--- config.mk ---
export PLATFORM = sky130hd
export DESIGN_NAME = alu_seq
export DESIGN_NICKNAME = d
export VERILOG_FILES = /design/src/rtl/alu_seq_pkg.sv /design/src/rtl/alu_seq_mod_iter.sv /design/src/rtl/alu_seq.sv
export SDC_FILE = /design/constraint.sdc
export NUM_CORES = 1
export LEC_CHECK = 0
export ABC_AREA = 1
export BUFFER_PORTS_ARGS = -buffer_cell sky130_fd_sc_hd__buf_2
export CAP_MARGIN = 20
export CORE_UTILIZATION = 60
export DETAILED_ROUTE_END_ITERATION = 8
export GPL_TIMING_DRIVEN = 0
export PLACE_DENSITY = 0.85
export SYNTH_ARGS = -nofsm -noshare
export SYNTH_HDL_FRONTEND = slang
export SYNTH_SLANG_ARGS = --single-unit
--- constraint.sdc ---
create_clock -name CLK -period 4.6 [get_ports CLK]
set_input_delay 0.46 -clock CLK [delete_from_list [all_inputs] [get_ports CLK]]
set_output_delay 0.46 -clock CLK [all_outputs]
set_load 0.1 [all_outputs]
--- src/rtl/alu_seq_pkg.sv ---
// Shared opcode and state encodings for the registered ALU and its MOD unit.
package alu_seq_pkg;

  localparam logic [2:0] OP_AND = 3'b000;
  localparam logic [2:0] OP_OR  = 3'b001;
  localparam logic [2:0] OP_ADD = 3'b010;
  localparam logic [2:0] OP_XOR = 3'b011;
  localparam logic [2:0] OP_SLT = 3'b100;
  localparam logic [2:0] OP_NOR = 3'b101;
  localparam logic [2:0] OP_SUB = 3'b110;
  localparam logic [2:0] OP_MOD = 3'b111;

  typedef enum logic [1:0] {
    S_IDLE    = 2'd0,
    S_MOD_RUN = 2'd1,
    S_MOD_FIN = 2'd2
  } state_t;

endpackage

--- src/rtl/alu_seq_mod_iter.sv ---
// Iterative restoring-remainder unit: one shift-subtract step per enabled cycle.
module mod_iter
  import alu_seq_pkg::*;
#(
  parameter int unsigned WIDTH = 32,
  parameter int unsigned CNT_W = $clog2(WIDTH + 1)
) (
  input  logic             CLK,
  input  logic             reset,
  input  logic             load,
  input  logic [WIDTH-1:0] A,
  input  logic [WIDTH-1:0] B,
  input  logic             step,
  output logic [WIDTH-1:0] rem,
  output logic             last
);

  logic [WIDTH-1:0] q;
  logic [WIDTH-1:0] b_hold;
  logic [CNT_W-1:0] cnt;
  logic [WIDTH:0]   shifted_c;
  logic [WIDTH-1:0] diff_c;

  // Remainder stays below B, so the difference always fits in WIDTH bits.
  always_comb begin
    shifted_c = {rem, q[WIDTH-1]};
    diff_c    = shifted_c[WIDTH-1:0] - b_hold;
  end

  always_ff @(posedge CLK) begin
    if (reset) begin
      rem    <= '0;
      q      <= '0;
      b_hold <= '0;
      cnt    <= '0;
    end else if (load) begin
      rem    <= '0;
      q      <= A;
      b_hold <= B;
      cnt    <= '0;
    end else if (step) begin
      rem <= (shifted_c >= {1'b0, b_hold}) ? diff_c : shifted_c[WIDTH-1:0];
      q   <= {q[WIDTH-2:0], 1'b0};
      cnt <= cnt + CNT_W'(1);
    end
  end

  assign last = (cnt == CNT_W'(WIDTH - 1));

endmodule

--- src/rtl/alu_seq.sv ---
// Registered ALU with start/done handshake, registered flags and a multi-cycle MOD.
module alu_seq
  import alu_seq_pkg::*;
#(
  parameter int unsigned WIDTH = 32,
  parameter int unsigned CNT_W = $clog2(WIDTH + 1)
) (
  input  logic             CLK,
  input  logic             reset,
  input  logic             start,
  input  logic [WIDTH-1:0] alu_src1,
  input  logic [WIDTH-1:0] alu_src2,
  input  logic [2:0]       alu_ctr,
  output logic             busy,
  output logic             done,
  output logic [WIDTH-1:0] alu_result,
  output logic             zero_bit,
  output logic             carry_out,
  output logic             overflow
);

  localparam int unsigned SUM_W = WIDTH + 1;

  state_t           state;
  logic             sub_c;
  logic             arith_c;
  logic             ovf_c;
  logic             mod_go_c;
  logic [WIDTH-1:0] b_in_c;
  logic [SUM_W-1:0] sum_c;
  logic [WIDTH-1:0] res_c;
  logic [WIDTH-1:0] mod_rem;
  logic             mod_last;

  // Shared adder; SUB and SLT invert B and inject carry-in.
  always_comb begin
    sub_c    = (alu_ctr == OP_SUB) || (alu_ctr == OP_SLT);
    arith_c  = (alu_ctr == OP_SUB) || (alu_ctr == OP_ADD);
    b_in_c   = sub_c ? ~alu_src2 : alu_src2;
    sum_c    = {1'b0, alu_src1} + {1'b0, b_in_c} + SUM_W'(sub_c);
    ovf_c    = (alu_src1[WIDTH-1] == b_in_c[WIDTH-1]) &&
               (sum_c[WIDTH-1] != alu_src1[WIDTH-1]);
    mod_go_c = (state == S_IDLE) && start && (alu_ctr == OP_MOD) &&
               (alu_src2 != '0);
    res_c    = '0;
    case (alu_ctr)
      OP_AND: res_c = alu_src1 & alu_src2;
      OP_OR:  res_c = alu_src1 | alu_src2;
      OP_ADD: res_c = sum_c[WIDTH-1:0];
      OP_XOR: res_c = alu_src1 ^ alu_src2;
      OP_SLT: res_c = WIDTH'(sum_c[WIDTH-1] ^ ovf_c);
      OP_NOR: res_c = ~(alu_src1 | alu_src2);
      OP_SUB: res_c = sum_c[WIDTH-1:0];
      OP_MOD: res_c = alu_src1;  // only reached when B == 0
    endcase
  end

  mod_iter #(
    .WIDTH (WIDTH),
    .CNT_W (CNT_W)
  ) u_mod_iter (
    .CLK   (CLK),
    .reset (reset),
    .load  (mod_go_c),
    .A     (alu_src1),
    .B     (alu_src2),
    .step  (state == S_MOD_RUN),
    .rem   (mod_rem),
    .last  (mod_last)
  );

  // Control FSM and output registers.
  always_ff @(posedge CLK) begin
    if (reset) begin
      state      <= S_IDLE;
      busy       <= 1'b0;
      done       <= 1'b0;
      alu_result <= '0;
      zero_bit   <= 1'b0;
      carry_out  <= 1'b0;
      overflow   <= 1'b0;
    end else begin
      done <= 1'b0;
      case (state)
        S_IDLE: begin
          if (mod_go_c) begin
            state <= S_MOD_RUN;
            busy  <= 1'b1;
          end else if (start) begin
            alu_result <= res_c;
            zero_bit   <= (res_c == '0);
            carry_out  <= arith_c & sum_c[WIDTH];
            overflow   <= arith_c & ovf_c;
            done       <= 1'b1;
          end
        end
        S_MOD_RUN: begin
          if (mod_last) state <= S_MOD_FIN;
        end
        S_MOD_FIN: begin
          alu_result <= mod_rem;
          zero_bit   <= (mod_rem == '0);
          carry_out  <= 1'b0;
          overflow   <= 1'b0;
          done       <= 1'b1;
          busy       <= 1'b0;
          state      <= S_IDLE;
        end
        default: begin
          state <= S_IDLE;
          busy  <= 1'b0;
        end
      endcase
    end
  end

endmodule

---- Word level (Yosys, flattened, before mapping) ----
Index checks and enable logic that the tools add are counted.
word-level totals
  bits in registers ....................... 141
  input port bits ......................... 70
operators by class
  add/subtract/negate cells ............... 4
  $lt $le $gt $ge ......................... 1
  equality and inequality tests ........... 16
  muxes and demuxes ....................... 25
  bitwise gates (word level) .............. 9
  reduce and logical (&&, ||, !) cells .... 18
operator list
  kind                 number
  $pmux 32 s7          1
  $mux 32              6
  $logic_not 32->1     2
  $not 32->32          2
  $pmux 32 s2          1
  $add 32x32->33       1
  $add 33x1->33        1
  $ge 33x32->1         1
  $and 32x32->32       1
  $or 32x32->32        1
  $reduce_bool 32->1   1
  $sub 32x32->32       1
  $xor 32x32->32       1
  $eq 3x3->1 const B   4
  $pmux 1 s2           5
  $mux 1               9
  $ne 2x2->1 const B   4
  $add 6x1->6 const B  1
  $eq 3x2->1 const B   2
  $eq 6x5->1 const B   1
  $logic_and 1x1->1    4
  $mux 2               2
  $pmux 2 s2           1
  $reduce_and 2->1     2
  14 further kinds     18

---- Longest topological paths before layout ----
Gate-level depths: netlist (run 1).
  depth in word-level cells ............... 13
  gate-level depth with buffers ........... 26
  depth with buffers taken out ............ 25

---- Hierarchy ----
Synthesis (run 1) repeated with hierarchy kept, for this count alone.
second synthesis, totals
  cells, all modules ...................... 2298
  area, all modules ....................... 13883.3 um^2
by module, submodules not included
  module    times used  cells an instance  area an instance (um^2)  seq. area each (um^2)
  alu_seq   1           1217               7019.2                   780.7
  mod_iter  1           1081               6864.1                   2042.0

---- Worst setup path after synthesis (run 1) ----
OpenSTA, ideal clock, no wires.
  kind .................................... input port to flip-flop
  from .................................... in alu_ctr[0]
  to ...................................... reg zero_bit
  data arrival time ....................... 3003 ps
  slack ................................... 1526 ps
  stages .................................. 23
  buffers on the path ..................... 2
  cell sequence ........................... buf_6 > inv_4 > nand2_4 > buf_1 > xor2_1 > ha_1 > nand2_1 > inv_1 > a21oi_1 > nor2_1 > nor2_1 > nand2_1 > nand2_1 > nand3b_1 > nand3_1 > nand2_1 > o21ai_0 > nand2_1 > inv_1 > nand2_1 > nor2_1 > nand3_1 > a21oi_1
on the way
  word-level cells in the longest chain between the ends .. 13
ends and longest elaborated chain
  item                  RTL line                      RTL
  from (decl)           alu_seq.sv:13                 input logic [2:0] alu_ctr,
  $eq 3x3->1            alu_seq.sv:37, alu_seq.sv:46
  $logic_or 1x1->1      alu_seq.sv:37                 sub_c = (alu_ctr == OP_SUB) || (alu_ctr == OP_SLT);
  $mux 32               alu_seq.sv:39                 b_in_c = sub_c ? ~alu_src2 : alu_src2;
  $add 32x32->33        alu_seq.sv:40                 sum_c = {1'b0, alu_src1} + {1'b0, b_in_c} + SUM_W'(sub_c);
  $add 33x1->33         alu_seq.sv:40
  $ne 1x1->1            alu_seq.sv:42                 (sum_c[WIDTH-1] != alu_src1[WIDTH-1]);
  $logic_and 1x1->1     alu_seq.sv:41                 ovf_c = (alu_src1[WIDTH-1] == b_in_c[WIDTH-1]) &&
  $xor 1x1->1           alu_seq.sv:51                 OP_SLT: res_c = WIDTH'(sum_c[WIDTH-1] ^ ovf_c);
  $pmux 32 s7           alu_seq.sv:46                 case (alu_ctr)
  $logic_not 32->1      alu_seq.sv:91                 zero_bit <= (res_c == '0);
  $mux 1                alu_seq.sv:89                 end else if (start) begin
  $mux 1                alu_seq.sv:86                 if (mod_go_c) begin
  $pmux 1 s2            alu_seq.sv:84                 case (state)
  to (signal assigned)  alu_seq.sv:91
  to (signal assigned)  alu_seq.sv:102                zero_bit <= (mod_rem == '0);
  to (decl)             alu_seq.sv:17                 output logic zero_bit,
Several ways; a longest one is shown, not always the timed one. The select of a mux whose other input is x is not followed.
A chain may end at the register's enable or synchronous reset.

---- Worst setup path in the final report (run 1) ----
Ends and elaborated chain as after synthesis.

==> impl_metrics.json, run 1 <==
{
  "finalInstanceArea_sq_um": 14200,
  "grt_util_all_layers": 0.429,
  "status": "finished clean",
  "grt_max_degree": 17,
  "gp_congestion": 0.995,
  "clock_latency_ns": 0.43,
  "synth_edf_count": 0,
  "cts_hold_buf": 0,
  "synth_compound_area_frac": 0.215,
  "power.total_mw": 5.91,
  "cts_resized": 0,
  "cp_slowest_cell": "buf_1",
  "std_cell_rows": 52,
  "crit_family": "simple AND/OR/NAND/NOR gates",
  "syn_avg_cell_area_sq_um": 6.36,
  "p_comb_frac": 0.520,
  "syn2layout_area_growth_pct": 11.6,
  "crit_type": "in2reg",
  "grt_pass1_wl_um": 72500,
  "rsz0062_at_grt": "no",
  "hpwl_um": 37500,
  "synth_xor_area_frac": 0.0386,
  "synth_nets": 2205,
  "io_pins": 107,
  "critPathCaptureType": "flip-flop",
  "wl_per_cell_um": 19.4,
  "ys_seq_area_frac": 0.222,
  "layout_common_cells": "539 x nand2_1, 237 x inv_1, 195 x a21oi_1",
  "clock_skew_ns": 0.0104,
  "ir_drop_mv": 0.291,
  "die_h_um": 148,
  "cp_max_fo": 10,
  "post-route-min-period_ns": 3.71,
  "ys_ff_latch": 141,
  "antenna_left": 0,
  "finalCritPeriodShare": 0.806,
  "slew_headroom": 0.443,
  "grt-ovfl-total": 0,
  "antenna_found_initial": 0,
  "crit_required_ns": 4.95,
  "path_cells": "buf_6 > inv_4 > nand2_4 > buf_1 > xor2_1 > ha_1 > nand2_1 > inv_1 > a21oi_1 > nor2_1 > nor2_1 > nand2_1 > nand2_1 > nand3b_1 > nand3_1 > nand2_1 > o21ai_1 > nand2_1 > inv_1 > nand2_1 > nor2_1 > nand3_1 > a21oi_1",
  "min_path_type": "in2reg",
  "post_cts_buffers": 0,
  "grt_pass1_vias": 14100,
  "yosysUniqueCellTypes": 51,
  "placement.cell_area_sq_um": 13600,
  "p_per_area_nw_per_um2": 417,
  "die_x_um": 148,
  "start_kind": "input pin",
  "firstDrtPassIters": 8,
  "switching_power_mw": 2.73,
  "final_common_cell": "nand2_1",
  "synth_cells": 1997,
  "vias": 14400,
  "initialDrtViolationCount": 1267,
  "crit_buf_inv": 5,
  "p_int_mw": 3.18,
  "drive_gt1_frac": 0.0957,
  "cts_buffer_depth": 2,
  "yosys-top-cells-area": "dfxtp_1 22%, nand2_1 16%, ha_1 13%",
  "p_leak_nw": 6.83,
  "clk_pin_slew_worst_paths_ns": 0.06,
  "synth_top_cell_by_area": "dfxtp_1",
  "p_clk_frac": 0.250,
  "start_util": 0.620,
  "setup_viol": 0,
  "dieArea_sq_um": 21800,
  "arrival_ns": 4.06,
  "root_buffer": "clkbuf_16",
  "cts_made_buffers": 17,
  "synth_top_area_share": 0.222,
  "hold_viol": 0,
  "wirelength_um": 46700,
  "nets": 2326,
  "tns_ns": 0,
  "core_region_area_sq_um": 20500,
  "fmax_mhz": 270,
  "slew_viol_final": 0,
  "cts.sinks": 141,
  "cap_violations": 0,
  "synth_area_sq_um": 12700,
  "holdWs_ns": 0.356,
  "ys_warn_count": 0,
  "cpMostUsedCell": "nand2_1",
  "sequentialPowerShare": 0.231,
  "tritoncts": "built",
  "slowest_delay_ns": 0.62,
  "muxShareOfSynthArea": 0,
  "synth-simple-area-share": 0.284,
  "worst_slew_pin_slew_ns": 0.828,
  "p_sw_frac": 0.462,
  "synthFlopType": "dfxtp_1",
  "via_per_inst": 6.01,
  "port_buffers": 102,
  "synthAdderAreaFrac": 0.137,
  "ys_async_sr_fraction": 0,
  "h-tree-depth": 4,
  "drc": 0,
  "synth_top_family_by_area": "simple AND/OR/NAND/NOR gates"
}
## synth_stat cells (all sizes together) (19+ instances only)
master / count
nor2: 130
o21ai: 160
a31oi: 38
dfxtp: 141
nand2: 542
o211ai: 34
nor4: 19
inv: 244
clkbuf: 47
buf: 33
nand3: 87
or2: 27
a21oi: 197
ha: 136
xor2: 42
## cell families after synthesis
logic type / Yosys count
AO/OA/AOI/OAI: 484
flip-flops: 141
XOR/XNOR: 56
adder cells (fa/ha/maj): 138
AND/OR/NAND/NOR: 852
buffers and inverters: 326
## per-stage QoR
step | util | setup slack [ns] | std cells
4_1_cts | 0.692 | 1.02 | 2401
3_3_place_gp | 0.661 | 0.616 | 2369
3_5_place_dp | 0.661 | 0.608 | 2369
5_1_grt | 0.692 | 0.638 | 2401
2_1_floorplan | - | 1.53 | 1997
6_report | 0.692 | 0.893 | 2402
## flip-flops by register name, indices dropped and copies added (netlist names)
name,flops
busy,1
carry_out,1
state,2
u_mod_iter.b_hold,32
done,1
alu_result,32
zero_bit,1
u_mod_iter.q,32
u_mod_iter.rem,32
u_mod_iter.cnt,6
overflow,1
## tightest hold or removal path: cells and delay by family
kind / cells / cell delay (ns)
AND/OR/NAND/NOR: 1 / 0.06
buffers and inverters: 1 / 0.13
AO/OA/AOI/OAI: 1 / 0.07
## final timing paths
| check | start | end | slack [ns] | cells after the start |
|---|---|---|---|---|
| max reg2reg | u_mod_iter.rem[25] | u_mod_iter.rem[29] | 1.64 | 11 |
| min | alu_src1[8] | u_mod_iter.q[8] | 0.36 | 3 |
| max | alu_ctr[0] | zero_bit | 0.89 | 23 |
| min reg2reg | u_mod_iter.b_hold[4] | u_mod_iter.b_hold[4] | 0.47 | 2 |
## power by group through the flow
stage	clock [mW]	combinational [mW]	sequential, mW
floorplan	0	1.99	1.55
global placement	0	2.92	1.38
detailed placement	0	2.96	1.38
CTS	1.46	3.01	1.36
global route	1.52	3.33	1.37
finish	1.48	3.07	1.36
## layout make-up
type,instances,area [sq um]
Multi-Input combinational cell,1530,8580
Fill cell,1891,6320
Sequential cell,141,2820
Inverter,246,928
Timing Repair Buffer,102,510
Clock buffer,22,454
Buffer,80,382
Tap cell,270,338
Clock inverter,10,164
Antenna cell,1,2.50
## layer usage
metal	part of all wire	vias up	track usage
met5	0	-	0
met3	0.080	189	0.0694
li1	-	6881	-
met2	0.47	713	0.736
met4	0.062	0	0.262
met1	0.39	6656	0.500
Note: power is estimated with default switching activity, not from simulation.
==> run 2, diff against run 1 <==
--- a/config.mk
+++ b/config.mk
@@ -5,13 +5,13 @@
 export SDC_FILE = /design/constraint.sdc
 export NUM_CORES = 1
 export LEC_CHECK = 0
-export ABC_AREA = 1
+export ABC_AREA = 0
 export BUFFER_PORTS_ARGS = -buffer_cell sky130_fd_sc_hd__buf_2
 export CAP_MARGIN = 20
-export CORE_UTILIZATION = 60
+export CORE_UTILIZATION = 56
 export DETAILED_ROUTE_END_ITERATION = 8
 export GPL_TIMING_DRIVEN = 0
-export PLACE_DENSITY = 0.85
+export PLACE_DENSITY = 0.83
 export SYNTH_ARGS = -nofsm -noshare
 export SYNTH_HDL_FRONTEND = slang
 export SYNTH_SLANG_ARGS = --single-unit
==> constraint.sdc (replaced) <==
create_clock -name CLK -period 3.3 [get_ports CLK]
set_input_delay 0.33 -clock CLK [delete_from_list [all_inputs] [get_ports CLK]]
set_output_delay 0.33 -clock CLK [all_outputs]
set_load 0.1 [all_outputs]
==> run 2 against run 1 <==
The run now ends with design-rule violations, negative setup slack left; critical path depth is 5 lower; sequential share of layout area decreased by 1.3 points; count of clock-buffer cells in the layout is 3 lower; worst setup slack lost 1.2 ns; via count shrank 1.3%; first-iteration DRC count rose by 50%; non-clock buffer count is 59 higher.
==> impl_metrics.json, run 2 <==
{
  "tns_ns": -0.882,
  "status": "finished, violations left",
  "path_cells": "buf_12 > buf_8 > inv_8 > nand2_8 > xnor2_4 > inv_2 > fa_2 > nand3b_1 > buf_6 > a2111oi_4 > o21bai_4 > a211oi_4 > nor3_2 > nor3_4 > o2111ai_2 > nor4bb_2 > nand4_1 > o31ai_2",
  "cp_slowest_cell": "a2111oi_4",
  "grt_pass1_vias": 13300,
  "critPathCaptureType": "flip-flop",
  "cp_max_fo": 7,
  "ys_seq_area_frac": 0.223,
  "cap_violations": 0,
  "die_h_um": 152,
  "setup_ws_ns": -0.306,
  "r2r.worst_path.cells": 13,
  "layout_common_cells": "218 x nand2_1, 158 x a21oi_1, 149 x nor2_1",
  "fmax_mhz": 277,
  "synth_cells": 1704,
  "via_per_inst": 6.62,
  "finalInstanceArea_sq_um": 15200,
  "crit_required_ns": 3.65,
  "port_buffers": 105,
  "antenna_found_initial": 1,
  "reg2reg_from": "u_mod_iter.b_hold[1]",
  "cts_made_buffers": 17,
  "drc": 12,
  "dieArea_sq_um": 23200,
  "antenna_left": 0,
  "synthFlopType": "dfxtp_1",
  "setup_viol": 8,
  "r2r_slack_ns": 0.10,
  "worstHoldEndpoint": "u_mod_iter.b_hold[29]",
  "holdWs_ns": 0.202,
  "ys_ff_latch": 141,
  "grt-ovfl-total": 0,
  "p_per_area_nw_per_um2": 463,
  "gp_congestion": 1.06,
  "synth_area_sq_um": 12600,
  "cts_buffer_depth": 2,
  "final_common_cell": "nand2_1",
  "crit_type": "in2reg",
  "start_kind": "input pin",
  "grt_max_degree": 17,
  "syn2layout_area_growth_pct": 20.6,
  "grt_util_all_layers": 0.423,
  "drive_gt1_frac": 0.172,
  "post-route-min-period_ns": 3.61,
  "arrival_ns": 3.95,
  "worst_slew_pin_slew_ns": 0.967,
  "synth.most_common_cell": "nand2_1",
  "cts.sinks": 141,
  "nets": 2065,
  "stdcell_count": 2152,
  "ys_warn_count": 0,
  "violations": "design-rule violations, negative setup slack",
  "place_worst_setup_slack_ns": -1.49,
  "yosys-top-cells-area": "dfxtp_1 22%, ha_1 13%, a21oi_1 6.9%",
  "synth_top_cell_by_area": "dfxtp_1",
  "placement.cell_area_sq_um": 13700,
  "clock_latency_ns": 0.44,
  "initialDrtViolationCount": 1895,
  "synth_edf_count": 0,
  "clock_skew_ns": 0.0108,
  "tritoncts": "built",
  "synth_top_area_share": 0.223,
  "wirelength_um": 50200,
  "syn_avg_cell_area_sq_um": 7.41,
  "root_buffer": "clkbuf_16",
  "slew_viol_final": 0,
  "grt_pass1_wl_um": 75600,
  "finalCritPeriodShare": 1.09,
  "min_path_type": "in2reg",
  "h-tree-depth": 4,
  "io_pins": 107,
  "wl_per_cell_um": 23.3,
  "slew_headroom": 0.355,
  "rsz0062_at_grt": "yes",
  "ys_async_sr_fraction": 0,
  "vias": 14300,
  "std_cell_rows": 54,
  "worstHoldStart": "alu_src2[29]",
  "start_util": 0.575,
  "firstDrtPassIters": 8,
  "synth_nets": 1912,
  "synth_common_cells": "219 x nand2_1, 175 x a21oi_1, 152 x nor2_1",
  "yosysUniqueCellTypes": 78,
  "die_x_um": 152,
  "p_leak_nw": 6.58,
  "hold_viol": 0,
  "ir_drop_mv": 0.382,
  "slowest_delay_ns": 0.45,
  "hold_depth": 3,
  "hpwl_um": 37200,
  "rr_endpoint": "u_mod_iter.rem[1]",
  "clk_pin_slew_worst_paths_ns": 0.06,
  "core_region_area_sq_um": 22000,
  "dp.cells": 2089
}
run 2: how the worst max path moves through the flow:
| stage | from | endpoint | slack (ns) | cells after the start |
|---|---|---|---|---|
| 6_report | alu_ctr[0] | zero_bit | -0.31 | 18 |
| 5_1_grt | alu_ctr[0] | zero_bit | -0.35 | 18 |
| 4_1_cts | alu_ctr[0] | zero_bit | -0.19 | 17 |
| 3_5_place_dp | alu_ctr[2] | zero_bit | -1.49 | 18 |
| 3_3_place_gp | alu_ctr[2] | zero_bit | -1.44 | 18 |
| 2_1_floorplan | alu_ctr[2] | zero_bit | -0.28 | 17 |
run 2: what timing repair did:
item	CTS	global route
cloned	3	0
hold buffers	0	0
pin swaps	49	41
endpoints found under the setup margin	83	52
setup buffers	23	15
gates resized for setup	86	64
run 2: worst max-delay path, delay by kind of cell:
kind                       cells  cell delay [ns]
AOI/OAI and AO/OA              5             1.34
xor gates and xnor gates       1             0.16
adders and majority gates      1             0.41
buffers and inverters          5             0.51
and+or+nand+nor                6             1.20
run 2: area by class of cell:
| class | count | area [sq um] |
|---|---|---|
| clock buffer | 19 | 443 |
| sequential | 141 | 2830 |
| timing repair buffer | 144 | 917 |
| buffer | 97 | 498 |
| clock inverter | 13 | 154 |
| antenna | 2 | 5.00 |
| multi-input combinational | 1337 | 9590 |
| inverter | 119 | 454 |
| fill | 1810 | 6720 |
| tap | 280 | 350 |
run 2: cell families (layout without fill, tap and decap cells):
kind of cell             count (synthesis)  in the layout  share of synthesized area
buffers and inverters                  226            392                     0.0700
other                                    0              2                          0
XOR/XNOR                                81             81                     0.0561
flip-flops                             141            141                      0.223
AND/OR/NAND/NOR                        554            554                      0.198
AO/OA/AOI/OAI                          503            503                      0.263
multiplexers                            61             61                     0.0514
adder cells (fa/ha/maj)                138            138                      0.138
run 2: per-stage QoR:
step | power [mW] | utilization
floorplan | 3.81 | -
finish | 7.06 | 0.694
CTS | 6.73 | 0.677
global placement | 4.51 | 0.622
detailed placement | 4.53 | 0.622
global route | 7.28 | 0.694
run 2: per-layer routing:
metal  track usage  vias up  wire length, um
met3         0.100      262             5810
met2         0.663      981            21600
met4         0.266        0             3640
met1         0.523     6594            19200
li1              -     6419                -
met5             0        -                0
run 2: report_power, final:
part | internal (mW) | switching, mW
Combinational | 1.19 | 1.98
Clock | 1.15 | 0.879
Sequential | 1.78 | 0.0729
